File: src/rtl/cordic_fmt_pkg.sv
// Shared types and constants for the CORDIC fractional-digit ASCII formatter.
package cordic_fmt_pkg;

  typedef enum logic [1:0] {
    ST_IDLE      = 2'd0,
    ST_ROM_WAIT  = 2'd1,
    ST_ROM_LATCH = 2'd2,
    ST_SEND      = 2'd3
  } state_e;

  localparam logic [7:0] ASCII_ZERO  = 8'h30;
  localparam logic [7:0] ASCII_DOT   = 8'h2E;
  localparam logic [7:0] ASCII_QMARK = 8'h3F;
  localparam logic [7:0] ASCII_CR    = 8'h0D;
  localparam logic [7:0] ASCII_LF    = 8'h0A;

  localparam int unsigned NUM_DIGITS = 6;
  localparam int unsigned MAX_CHARS  = 10;
  localparam int unsigned IDX_W      = $clog2(MAX_CHARS);

endpackage

File: src/rtl/digit_to_ascii.sv
// Binary decimal digit to ASCII; anything outside 0-9 renders as '?'.
module digit_to_ascii
  import cordic_fmt_pkg::*;
(
  input  logic [7:0] digit_i,
  output logic [7:0] ascii_o
);

  always_comb begin
    ascii_o = ASCII_QMARK;
    if (digit_i <= 8'd9) ascii_o = ASCII_ZERO + digit_i;
  end

endmodule

File: src/rtl/fraction_ascii_streamer.sv
// Reads six fractional digits from the ROM for a result code and streams
// "0.dddddd" (optionally trimmed / CRLF-terminated) over a valid/ready link.
module fraction_ascii_streamer
  import cordic_fmt_pkg::*;
#(
  parameter bit TRIM_ZEROS  = 1'b0,
  parameter bit APPEND_CRLF = 1'b0
) (
  input  logic       clk,
  input  logic       rst,
  input  logic       start,
  input  logic [5:0] code,
  output logic       busy,
  output logic [5:0] rom_addr,
  input  logic [7:0] rom_tenths,
  input  logic [7:0] rom_hundredths,
  input  logic [7:0] rom_thousandths,
  input  logic [7:0] rom_ten_thous,
  input  logic [7:0] rom_hund_thous,
  input  logic [7:0] rom_millionths,
  output logic [7:0] out_data,
  output logic       out_valid,
  input  logic       out_ready,
  output logic       done
);

  state_e                           state_q, state_d;
  logic [5:0]                       rom_addr_q, rom_addr_d;
  logic [NUM_DIGITS-1:0][7:0]       digits_q, digits_d;
  logic [IDX_W-1:0]                 idx_q, idx_d;
  logic [IDX_W-1:0]                 ndig_q, ndig_d;

  logic [NUM_DIGITS-1:0][7:0]       rom_dig;
  logic [IDX_W-1:0]                 ndig_cap;
  logic [IDX_W-1:0]                 last_idx;
  logic [IDX_W-1:0]                 dsel;
  logic [7:0]                       digit_sel;
  logic [7:0]                       digit_ascii;
  logic [7:0]                       char_mux;
  logic                             handshake;

  assign rom_dig = {rom_millionths, rom_hund_thous, rom_ten_thous,
                    rom_thousandths, rom_hundredths, rom_tenths};

  // Digit count: 1 + position of the last nonzero digit, floor of one digit
  always_comb begin
    ndig_cap = IDX_W'(NUM_DIGITS);
    if (TRIM_ZEROS) begin
      ndig_cap = IDX_W'(1);
      for (int unsigned k = 0; k < NUM_DIGITS; k++) begin
        if (rom_dig[k] != '0) ndig_cap = IDX_W'(k + 1);
      end
    end
  end

  assign last_idx = ndig_q + (APPEND_CRLF ? IDX_W'(3) : IDX_W'(1));
  assign dsel     = idx_q - IDX_W'(2);

  always_comb begin
    digit_sel = '0;
    for (int unsigned k = 0; k < NUM_DIGITS; k++) begin
      if (dsel == IDX_W'(k)) digit_sel = digits_q[k];
    end
  end

  digit_to_ascii u_digit_to_ascii (
    .digit_i (digit_sel),
    .ascii_o (digit_ascii)
  );

  always_comb begin
    char_mux = ASCII_LF;
    if (idx_q == IDX_W'(0))                char_mux = ASCII_ZERO;
    else if (idx_q == IDX_W'(1))           char_mux = ASCII_DOT;
    else if (idx_q < IDX_W'(2) + ndig_q)   char_mux = digit_ascii;
    else if (idx_q == IDX_W'(2) + ndig_q)  char_mux = ASCII_CR;
  end

  assign out_valid = (state_q == ST_SEND);
  assign out_data  = out_valid ? char_mux : '0;
  assign handshake = out_valid && out_ready;
  assign done      = handshake && (idx_q == last_idx);
  assign busy      = (state_q != ST_IDLE);
  assign rom_addr  = rom_addr_q;

  always_comb begin
    state_d    = state_q;
    rom_addr_d = rom_addr_q;
    digits_d   = digits_q;
    idx_d      = idx_q;
    ndig_d     = ndig_q;
    unique case (state_q)
      ST_IDLE: begin
        if (start) begin
          rom_addr_d = code;
          state_d    = ST_ROM_WAIT;
        end
      end
      ST_ROM_WAIT: state_d = ST_ROM_LATCH;
      ST_ROM_LATCH: begin
        digits_d = rom_dig;
        ndig_d   = ndig_cap;
        idx_d    = '0;
        state_d  = ST_SEND;
      end
      ST_SEND: begin
        if (handshake) begin
          if (idx_q == last_idx) state_d = ST_IDLE;
          else                   idx_d   = idx_q + IDX_W'(1);
        end
      end
      default: state_d = ST_IDLE;
    endcase
  end

  always_ff @(posedge clk or posedge rst) begin
    if (rst) begin
      state_q    <= ST_IDLE;
      rom_addr_q <= '0;
      digits_q   <= '0;
      idx_q      <= '0;
      ndig_q     <= '0;
    end else begin
      state_q    <= state_d;
      rom_addr_q <= rom_addr_d;
      digits_q   <= digits_d;
      idx_q      <= idx_d;
      ndig_q     <= ndig_d;
    end
  end

endmodule

File: config.mk
export PLATFORM = sky130hd
export DESIGN_NAME = fraction_ascii_streamer
export DESIGN_NICKNAME = d
export VERILOG_FILES = /design/src/rtl/cordic_fmt_pkg.sv /design/src/rtl/digit_to_ascii.sv /design/src/rtl/fraction_ascii_streamer.sv
export SDC_FILE = /design/constraint.sdc
export NUM_CORES = 1
export LEC_CHECK = 0
export ABC_AREA = 1
export BUFFER_PORTS_ARGS = -buffer_cell sky130_fd_sc_hd__buf_4
export CAP_MARGIN = 40
export CORE_MARGIN = 10
export CORE_UTILIZATION = 59
export DETAILED_ROUTE_END_ITERATION = 6
export PLACE_DENSITY = 0.87
export SLEW_MARGIN = 20
export SYNTH_ARGS = -nofsm -noshare
export SYNTH_HDL_FRONTEND = slang
export SYNTH_HIERARCHICAL = 1
export SYNTH_SLANG_ARGS = --single-unit
File: constraint.sdc
create_clock -name clk -period 3.9 [get_ports clk]
set_input_delay 0.39 -clock clk [delete_from_list [all_inputs] [get_ports clk]]
set_output_delay 0.39 -clock clk [all_outputs]
set_load 0.05 [all_outputs]
==> impl_results.md, run 1 <==
- Status: finished, final reports clean
- TritonCTS clock tree: built
- CTS clk-pin slew, worst paths: 0.07 ns
- Prevailing post-synth register cell: dfrtp_1
- Reg2Reg Depth: 8
- Critical path arrival: 3.22 ns
- Die area: 0.00930 mm^2
- Total setup buffers inserted after CTS: 0
- FF-to-FF Start: idx_q[1]$_DFFE_PP0P_
- Routed WL: 8.31 mm
- M1 WL: 3.47 mm
- Setup crit end kind: output port
- Syn Std Cell Area: between 0.003 and 0.004 mm^2
- RR Endpoint: state_q[1]$_DFFE_PP0P_
- Asr flop ratio synth: 100%
- Routed wl met2: between 4 and 5 mm
- Port Buffers: a little over 70
- Fmax: 277 MHz
- Nets: just under 600
- Worst EP required: ~3.5 ns
- Initial antenna violation count: 0
- Drt drc: 0
- Worst IR drop on VDD: between 600 and 700 uV
- Worst path cell trace: inv_1, ha_1, inv_1, nand2_1, nand2_4, nand3_2, inv_2, nand2_1, nand3_1, nand2_1, nand2_1, nand2_1, inv_1, ha_1, inv_1, nor2_4, nand3_1, o21ai_0, a21oi_1, buf_4
- Fill count: 426
- Skew final: 0.00712 ns
- Tcrit/Tclk final: 92.5%
- Residual overflow from global routing: 0
- Slowest stage cell, crit path: dfrtp_1
- Synthesized instance count: around 460
- Die X: 96.4 um
- Hold WC Path Type: primary input to asynchronous set/reset pin
- Leakage power: 2.24 nW
- Area Overhead vs Synth: 20.7%
- Initial drt markers: 205
- Clk buf depth: 2
- Via count: around 3,100
- #FFs+latches synth: 61
- Drt pass-1 iters: 6
- Cell Pwr Density: 739 mW/mm^2
- WL met3: 649 um
- Final hold vios: 0
- Core area: 0.00557 mm^2
- Most numerous cell on the critical path: nand2_1
- Vias in the first global route: 3,198
- Commonest non-fill, non-tap cell in the layout: nand2_1
- Total design power: 0.00307 W
- Kind of cell adding the most delay to the critical path: simple AND/OR/NAND/NOR gates
- Avg Inst Size Synth: 7.54 um^2
- H-tree depth reported by CTS: 3
- Ant diodes: 0
- Setup TNS: 0 ns
- Initial cell density of the core: 61.8%
- Layout cells sized above 1: 20.7%
- Worst R2R Setup Slack: between 1.5 and 2 ns
- Maxcap violations: 0
- First-pass GRT wire length: 14.0 mm
- CP peak stage delay: approximately 0.44 ns
- Largest net degree at the start of global routing: 75
- Min Tclk post-route: approximately 3.6 ns
- Total buffers and inverters traversed by the critical path: 6
- Clk sink count: 61
- Final Max Tran Viols: 0
- Root buf cell: clkbuf_8
- Routed Antenna Nets: 0
- Setup violators final: 0
- Most frequent cells in the layout: 154 x nand2_1, 75 x buf_4, 67 x inv_1
- Yosys warning total: 6
- Placer congestion estimate: 0.984
- CP Launch Type: flip-flop
- Vias per cell: 5.22
- Latest clock arrival within the worst-skew pair: between 0.3 and 0.4 ns
- Io pins: 75
- GRT Util Overall: 19.0%
- Worst-margin pin slew: 0.918 ns
- CTS Buf Count: 9
- Post-synthesis sequential area ratio: about 44%
- Post-DP HPWL: approximately 6.4 mm
- WS Path Type: flip-flop to output port
- RSZ-0062 raised after global routing: false
- Row count: 27
- Die height: approximately 96 um
- Yosys cell types: 32
- EDFF count, synth: 0
- Worst-path maximum fanout: 22
- Routed WL per cell: about 14 um
- Rel. slew slack: 38.6%
- Top layer in use: met4
## layer usage
| layer | vias up | global-route usage, % |
|---|---|---|
| met2 | 105 | 31.1 |
| met5 | - | 0 |
| li1 | 1567 | - |
| met1 | 1440 | 22.9 |
| met4 | 0 | 6.17 |
| met3 | 17 | 6.94 |
## synthesized netlist by cell type (2+ instances only)
cell type / count / share of area, %
buf_2: 5 / 0.73
nand2_1: 154 / 17
o21ai_0: 45 / 6.5
dfrtp_1: 61 / 44
mux2_2: 6 / 2.0
inv_1: 69 / 7.5
buf_4: 4 / 0.87
nand3_2: 2 / 0.58
nand4_1: 19 / 3.4
o21ai_1: 3 / 0.44
nor3_1: 2 / 0.29
a31oi_1: 2 / 0.36
nand3_1: 28 / 4.1
clkbuf_1: 8 / 0.87
ha_1: 13 / 4.7
a21oi_1: 5 / 0.73
nor2_1: 16 / 1.7
## flip-flops by register name, summed over array words and instances, names as in the netlist
| name | cells |
|---|---|
| idx_q | 4 |
| rom_addr | 6 |
| digits_q | 48 |
| state_q | 2 |
| ndig_q | 1 |
## kinds of logic after synthesis
family                     after synthesis  share of synthesized area, %
AOI/OAI and AO/OA                       57                          8.79
xor gates and xnor gates                 1                         0.254
adders and majority gates               13                          4.72
buffers and inverters                   91                          11.2
DFF                                     61                          44.3
muxes                                    6                          1.96
other                                    1                         0.109
and+or+nand+nor                        227                          28.7
## report_power, final
group          internal, W  switching [W]
logic             0.000461        0.00104
clock network     0.000242       0.000239
registers         0.000939       0.000152
total              0.00164        0.00143
## metrics by stage
stage	instances	instance area, um^2	hold WS [ns]	utilization [%]	setup WS [ns]
2_1_floorplan	458	3450	0.437	-	0.622
3_3_place_gp	584	3980	0.452	71.4	0.710
3_5_place_dp	584	3980	0.461	71.4	0.509
4_1_cts	599	4150	0.153	74.4	0.113
5_1_grt	599	4160	0.181	74.6	0.0288
6_report	599	4160	0.144	74.6	0.293
## how the worst max path moves through the flow
| stage | to | startpoint | slack (ns) | depth (start not counted) |
|---|---|---|---|---|
| after floorplan | out_data[1] | idx_q[2]$_DFFE_PP0P_ | 0.62 | 17 |
| after global placement | out_data[2] | idx_q[2]$_DFFE_PP0P_ | 0.71 | 18 |
| after detailed placement | out_data[2] | idx_q[2]$_DFFE_PP0P_ | 0.51 | 18 |
| after CTS | out_data[2] | idx_q[2]$_DFFE_PP0P_ | 0.11 | 18 |
| after global routing | out_data[2] | idx_q[2]$_DFFE_PP0P_ | 0.03 | 20 |
| final | out_data[2] | idx_q[2]$_DFFE_PP0P_ | 0.29 | 20 |
## layout make-up
class                   count  area (um^2)  area share [%]
flip-flops and latches     61         1530            36.7
repair buffers             75          563            13.5
inverters                  70          263            6.32
multi-input cells         306         1550            37.3
well taps                  72         90.1            2.17
clock buffers              11          141            3.40
clock inverters             4         25.0           0.602
## what timing repair did
action,4_1_cts,5_1_grt
gates resized for setup,0,3
hold buffers,0,0
endpoints found under the setup margin,0,6
endpoints found under the hold margin,0,0
Power figures use the tool's default switching activity.
==> inputs of run 2 (changes only) <==
--- a/config.mk
+++ b/config.mk
@@ -5,13 +5,12 @@
 export SDC_FILE = /design/constraint.sdc
 export NUM_CORES = 1
 export LEC_CHECK = 0
-export ABC_AREA = 1
 export BUFFER_PORTS_ARGS = -buffer_cell sky130_fd_sc_hd__buf_4
 export CAP_MARGIN = 40
 export CORE_MARGIN = 10
-export CORE_UTILIZATION = 59
+export CORE_UTILIZATION = 58
 export DETAILED_ROUTE_END_ITERATION = 6
-export PLACE_DENSITY = 0.87
+export PLACE_DENSITY = 0.86
 export SLEW_MARGIN = 20
 export SYNTH_ARGS = -nofsm -noshare
 export SYNTH_HDL_FRONTEND = slang
==> impl_results.md, run 2 <==
- Status: finished, final reports clean
- RSZ-0062 raised after global routing: false
- Post-synthesis sequential area ratio: between 40% and 50%
- Worst-margin pin slew: 0.611 ns
- Placer congestion estimate: 0.818
- Layout cells sized above 1: 44.5%
- CTS Buf Count: 9
- GRT Util Overall: 17.5%
- Area Overhead vs Synth: 24.7%
- Setup violators final: 0
- Routed WL per cell: 17.9 um
- Number of flip-flops in the largest register: 48
- Avg Inst Size Synth: 11.3 um^2
- Worst R2R Setup Slack: 1.87 ns
- Post-route design area: 0.00413 mm^2
- Reg2Reg Depth: 6
- Crit path capture: out_data[4]
- Syn Std Cell Area: ~0.0033 mm^2
- Core area: 0.00551 mm^2
- Count leader, synth: dfrtp_1
- Rel. slew slack: 59.2%
- Asr flop ratio synth: 100%
- Drt pass-1 iters: 7
- Yosys top cell area share: 46.1%
- EDFF count, synth: 0
- CTS clk-pin slew, worst paths: ~0.06 ns
- FF-to-FF Start: idx_q[1]$_DFFE_PP0P_
- Worst IR drop on VDD: 443 uV
- TritonCTS clock tree: built
- Tcrit/Tclk final: 91.7%
- Skew final: 0.00497 ns
- Post-DP Area: 0.00391 mm^2
- Hold WC Path Type: primary input to asynchronous set/reset pin
- Port Buffers: between 70 and 80
- Cell Pwr Density: 813 mW/mm^2
- Clk sink count: slightly above 60
- Nets: roughly 440
- Fmax: 280 MHz
- Dominant cell type by area after synthesis: dfrtp_1
- First-pass GRT wire length: 12.6 mm
- Yosys warning total: 6
- Die area: about 0.0091 mm^2
- Initial antenna violation count: 0
- H-tree depth reported by CTS: 3
- Root buf cell: clkbuf_8
- Clk buf depth: 2
- Cells after DPL: 428
- Die X: roughly 96 um
- Leakage power: 1.85 nW
- Largest net degree at the start of global routing: 34
- Setup TNS: 0 ns
- Biggest register: digits_q
- Top cells by area, synth: dfrtp_1 46%, mux2_2 18%, ha_1 4.9%
- Yosys cell types: 46
- Final hold vios: 0
- Synthesized instance count: approximately 290
- Row count: 27
- Ant diodes: 0
- Latest clock arrival within the worst-skew pair: 0.34 ns
- #FFs+latches synth: 61
- Setup crit end kind: output port
- Critical path arrival: 3.19 ns
- Most frequent cells after synthesis: 61 x dfrtp_1, 52 x mux2_2, 19 x a21oi_1
- Most frequent cells in the layout: 76 x buf_4, 60 x dfrtp_1, 52 x mux2_2
- Vias per cell: 5.70
- Initial cell density of the core: 60.1%
- Min Tclk post-route: 3.58 ns
- RR Endpoint: state_q[1]$_DFFE_PP0P_
- WS Path Type: flip-flop to output port
- Residual overflow from global routing: 0
- Vias in the first global route: 2,660
- Worst-path maximum fanout: 10
- Routed WL: 7.92 mm
- Commonest non-fill, non-tap cell in the layout: buf_4
- CP startpoint: idx_q[0]$_DFFE_PP0P_
- Routed Antenna Nets: 0
- Io pins: 75
- Post-DP HPWL: between 5 and 6 mm
- Via count: 2,526
- Final Max Tran Viols: 0
- Total design power: roughly 0.0034 W
- Initial drt markers: 160
- Drt drc: 0
- Die height: 95.5 um
- Prevailing post-synth register cell: dfrtp_1
- Maxcap violations: 0
- CP Launch Type: flip-flop
- Fill count: between 300 and 400
- Worst EP required: roughly 3.5 ns
- Finished Layout Cells: about 440
## run 2: changes by cell type after synthesis, sizes merged, moves of 5 or more
cell / before / now
a221o: 0 / 6
nand4: 20 / 0
nand3: 31 / 12
o21ai: 49 / 6
nand2: 155 / 14
a21oi: 6 / 19
inv: 70 / 13
a31o: 0 / 5
a22oi: 0 / 6
mux2: 6 / 53
nand2b: 0 / 12
## run 2: metal layers
layer / share of wire [%] / up-vias / GRT usage (%) / wire (um)
met2: 50 / 89 / 29.6 / 3990
met1: 42 / 1231 / 21.2 / 3350
met4: 1.4 / 0 / 6.63 / 108
met5: 0 / - / 0 / 0
li1: - / 1195 / - / -
met3: 6.0 / 11 / 3.93 / 476
## run 2: what timing repair did
item,in CTS,in global routing
pin swaps,0,0
gates resized for setup,1,7
hold buffers,0,0
setup buffers,0,0
endpoints found under the setup margin,1,6
## run 2: through the flow
step	hold WS, ns	setup slack [ns]	utilization (%)
floorplan	0.472	0.232	-
global placement	0.481	0.551	70.7
detailed placement	0.488	0.330	71.1
CTS	0.152	0.0841	74.6
global route	0.184	0.0875	75.0
finish	0.135	0.324	75.0
## run 2: report_power, final
part | switching, W | internal [W]
Sequential | 0.000201 | 0.000951
Combinational | 0.000885 | 0.000768
Clock | 0.000243 | 0.000308
Total | 0.00133 | 0.00203
## run 2: how the worst min path moves through the flow
stage	startpoint	endpoint	slack (ns)	depth (start not counted)
2_1_floorplan	digits_q[16]$_DFFE_PP0P_	digits_q[16]$_DFFE_PP0P_	0.47	1
3_3_place_gp	digits_q[22]$_DFFE_PP0P_	digits_q[22]$_DFFE_PP0P_	0.48	1
3_5_place_dp	digits_q[19]$_DFFE_PP0P_	digits_q[19]$_DFFE_PP0P_	0.49	1
4_1_cts	rst	digits_q[18]$_DFFE_PP0P_	0.15	2
5_1_grt	rst	digits_q[16]$_DFFE_PP0P_	0.18	2
6_report	rst	digits_q[2]$_DFFE_PP0P_	0.13	2
## run 2: kinds of logic after synthesis
kind of cell	synth area share, %
xor+xnor	1.36
buf+inv	3.97
flops	46.1
fa+ha+maj	4.92
mux	19.1
other cells	0.113
simple gates	11.7
compound gates	12.7
## run 2: layout make-up
cell class,count,area [um^2],share of cell area [%]
Multi-Input combinational cell,205,1680,40.7
Sequential cell,61,1530,37.0
Timing Repair Buffer,77,591,14.3
Clock buffer,11,141,3.43
Tap cell,72,90.1,2.18
Clock inverter,4,48.8,1.18
Inverter,13,48.8,1.18
## run 2: worst max-delay path, stage by stage (launching register included)
cell and delay (ns):
dfrtp_1 0.47, inv_2 0.17, ha_1 0.26, nor2b_1 0.16
buf_4 0.19, a221o_1 0.17, nand3_1 0.11, a21oi_1 0.25
inv_1 0.08, ha_1 0.21, nor3b_4 0.17, nand3_1 0.09
nand3_1 0.06, a21boi_0 0.22, buf_4 0.24
==> inputs of run 3 (changes only) <==
--- a/config.mk
+++ b/config.mk
@@ -10,7 +10,7 @@
 export CORE_MARGIN = 10
 export CORE_UTILIZATION = 58
 export DETAILED_ROUTE_END_ITERATION = 6
-export PLACE_DENSITY = 0.86
+export PLACE_DENSITY = 0.88
 export SLEW_MARGIN = 20
 export SYNTH_ARGS = -nofsm -noshare
 export SYNTH_HDL_FRONTEND = slang
==> impl_results.md, run 3 (synthesis results as in run 2) <==
- Clk buf depth: 2
- Total design power: 0.00339 W
- Status: finished, final reports clean
- Final Max Tran Viols: 0
- Vias per cell: 5.66
- Drt pass-1 iters: 4
- CP Launch Type: flip-flop
- Row count: 27
- First-pass GRT wire length: 12.7 mm
- Via count: 2,519
- Critical path arrival: 3.23 ns
- Rel. slew slack: 57.8%
- Min Tclk post-route: 3.62 ns
- Drt drc: 0
- Root buf cell: clkbuf_8
- Final hold vios: 0
- Leakage power: 1.86 nW
- Total setup buffers inserted after CTS: 0
- Clk sink count: 61
- Vias in the first global route: 2,621
- Cell Pwr Density: 815 mW/mm^2
- CTS hold repair buffers: 0
- Routed WL: slightly below 8 mm
- Layout cells sized above 1: 44.5%
- Residual overflow from global routing: 0
- Setup TNS: 0 ns
- Commonest non-fill, non-tap cell in the layout: buf_4
- Skew final: between 0.01 and 0.015 ns
- Nets: 439
- Number of flip-flops in the largest register: 48
- TritonCTS clock tree: built
- Hold WC Path Type: primary input to asynchronous set/reset pin
- Initial antenna violation count: 0
- Worst EP required: around 3.5 ns
- Port Buffers: 72
- Biggest register: digits_q
- Maxcap violations: 0
- Setup crit end kind: output port
- Ant diodes: 0
- Placer congestion estimate: 0.873
- Hold Slack: 0.118 ns
- Initial drt markers: 186
- CTS clk-pin slew, worst paths: 0.07 ns
- Setup violators final: 0
- H-tree depth reported by CTS: 3
- Worst-margin pin slew: 0.632 ns
- WS Path Type: flip-flop to output port
- Most frequent cells in the layout: 77 x buf_4, 60 x dfrtp_1, 52 x mux2_2
- Io pins: 75
- Die area: 0.00913 mm^2
- GRT Util Overall: 17.8%
- Die X: roughly 96 um
- Core area: 0.00551 mm^2
- Post-DP HPWL: between 5 and 6 mm
- Fmax: 276 MHz
- Worst-path maximum fanout: 7
- Initial cell density of the core: 60.1%
- Routed WL per cell: 17.6 um
- Latest clock arrival within the worst-skew pair: 0.35 ns
- Area Overhead vs Synth: 25.6%
- Die height: 95.5 um
- Largest net degree at the start of global routing: 32
- Worst IR drop on VDD: 562 uV
- CTS Buf Count: 9
- RSZ-0062 raised after global routing: false
- Tcrit/Tclk final: between 90% and 100%
- Routed Antenna Nets: 0
## run 3: per-layer routing
metal | part of all wire [%] | vias up | global-route usage (%)
met5 | 0 | - | 0
met4 | 1.2 | 0 | 5.28
met3 | 9.2 | 10 | 6.91
li1 | - | 1199 | -
met2 | 49 | 89 | 29.2
met1 | 40 | 1221 | 21.2
## run 3: critical path: stages (launching register included)
cell      delay [ns]
dfrtp_1         0.46
inv_1           0.24
ha_1            0.31
nor2b_4         0.24
buf_4           0.17
nand3b_1        0.18
nor2_1          0.17
a21oi_1         0.08
inv_1           0.08
ha_1            0.14
nor3b_4         0.26
nand2_1         0.09
o21bai_1        0.17
a21oi_1         0.09
buf_4           0.19
## run 3: metrics by stage
step           cell area (um^2)  utilization, %  cells  worst slack, ns
2_1_floorplan              3310               -    295            0.232
3_3_place_gp               3900            70.8    428            0.557
3_5_place_dp               3930            71.3    429            0.396
4_1_cts                    4130            75.0    445          0.00586
5_1_grt                    4160            75.5    445           0.0204
6_report                   4160            75.5    445            0.277
## run 3: final timing paths
kind	cells past startpoint	from	slack, ns	to
worst max-delay path	14	idx_q[0]$_DFFE_PP0P_	0.28	out_data[2]
worst min register to register	1	digits_q[17]$_DFFE_PP0P_	0.51	digits_q[17]$_DFFE_PP0P_
worst min-delay path	2	rst	0.12	state_q[1]$_DFFE_PP0P_
max in group asynchronous	3	rst	2.93	idx_q[2]$_DFFE_PP0P_
worst max register to register	6	idx_q[1]$_DFFE_PP0P_	1.93	state_q[1]$_DFFE_PP0P_
min in group clk	3	rom_thousandths[2]	0.25	digits_q[18]$_DFFE_PP0P_
## run 3: layout make-up
class,count,area (um^2)
Clock buffer,11,141
Clock inverter,5,58.8
Fill cell,373,1350
Inverter,13,48.8
Multi-Input combinational cell,205,1690
Sequential cell,61,1530
Tap cell,72,90.1
Timing Repair Buffer,78,606
## run 3: report_power, final
group          leakage, nW  switching [W]  internal (W)
logic                 1.05       0.000884      0.000783
clock network       0.0959       0.000258      0.000313
registers            0.715       0.000200      0.000951
total                 1.86        0.00134       0.00205
## run 3: what timing repair did
action / in CTS / in global routing
hold endpoints to repair: 0 / 0
resized for setup: 0 / 8
setup endpoints to repair: 0 / 6
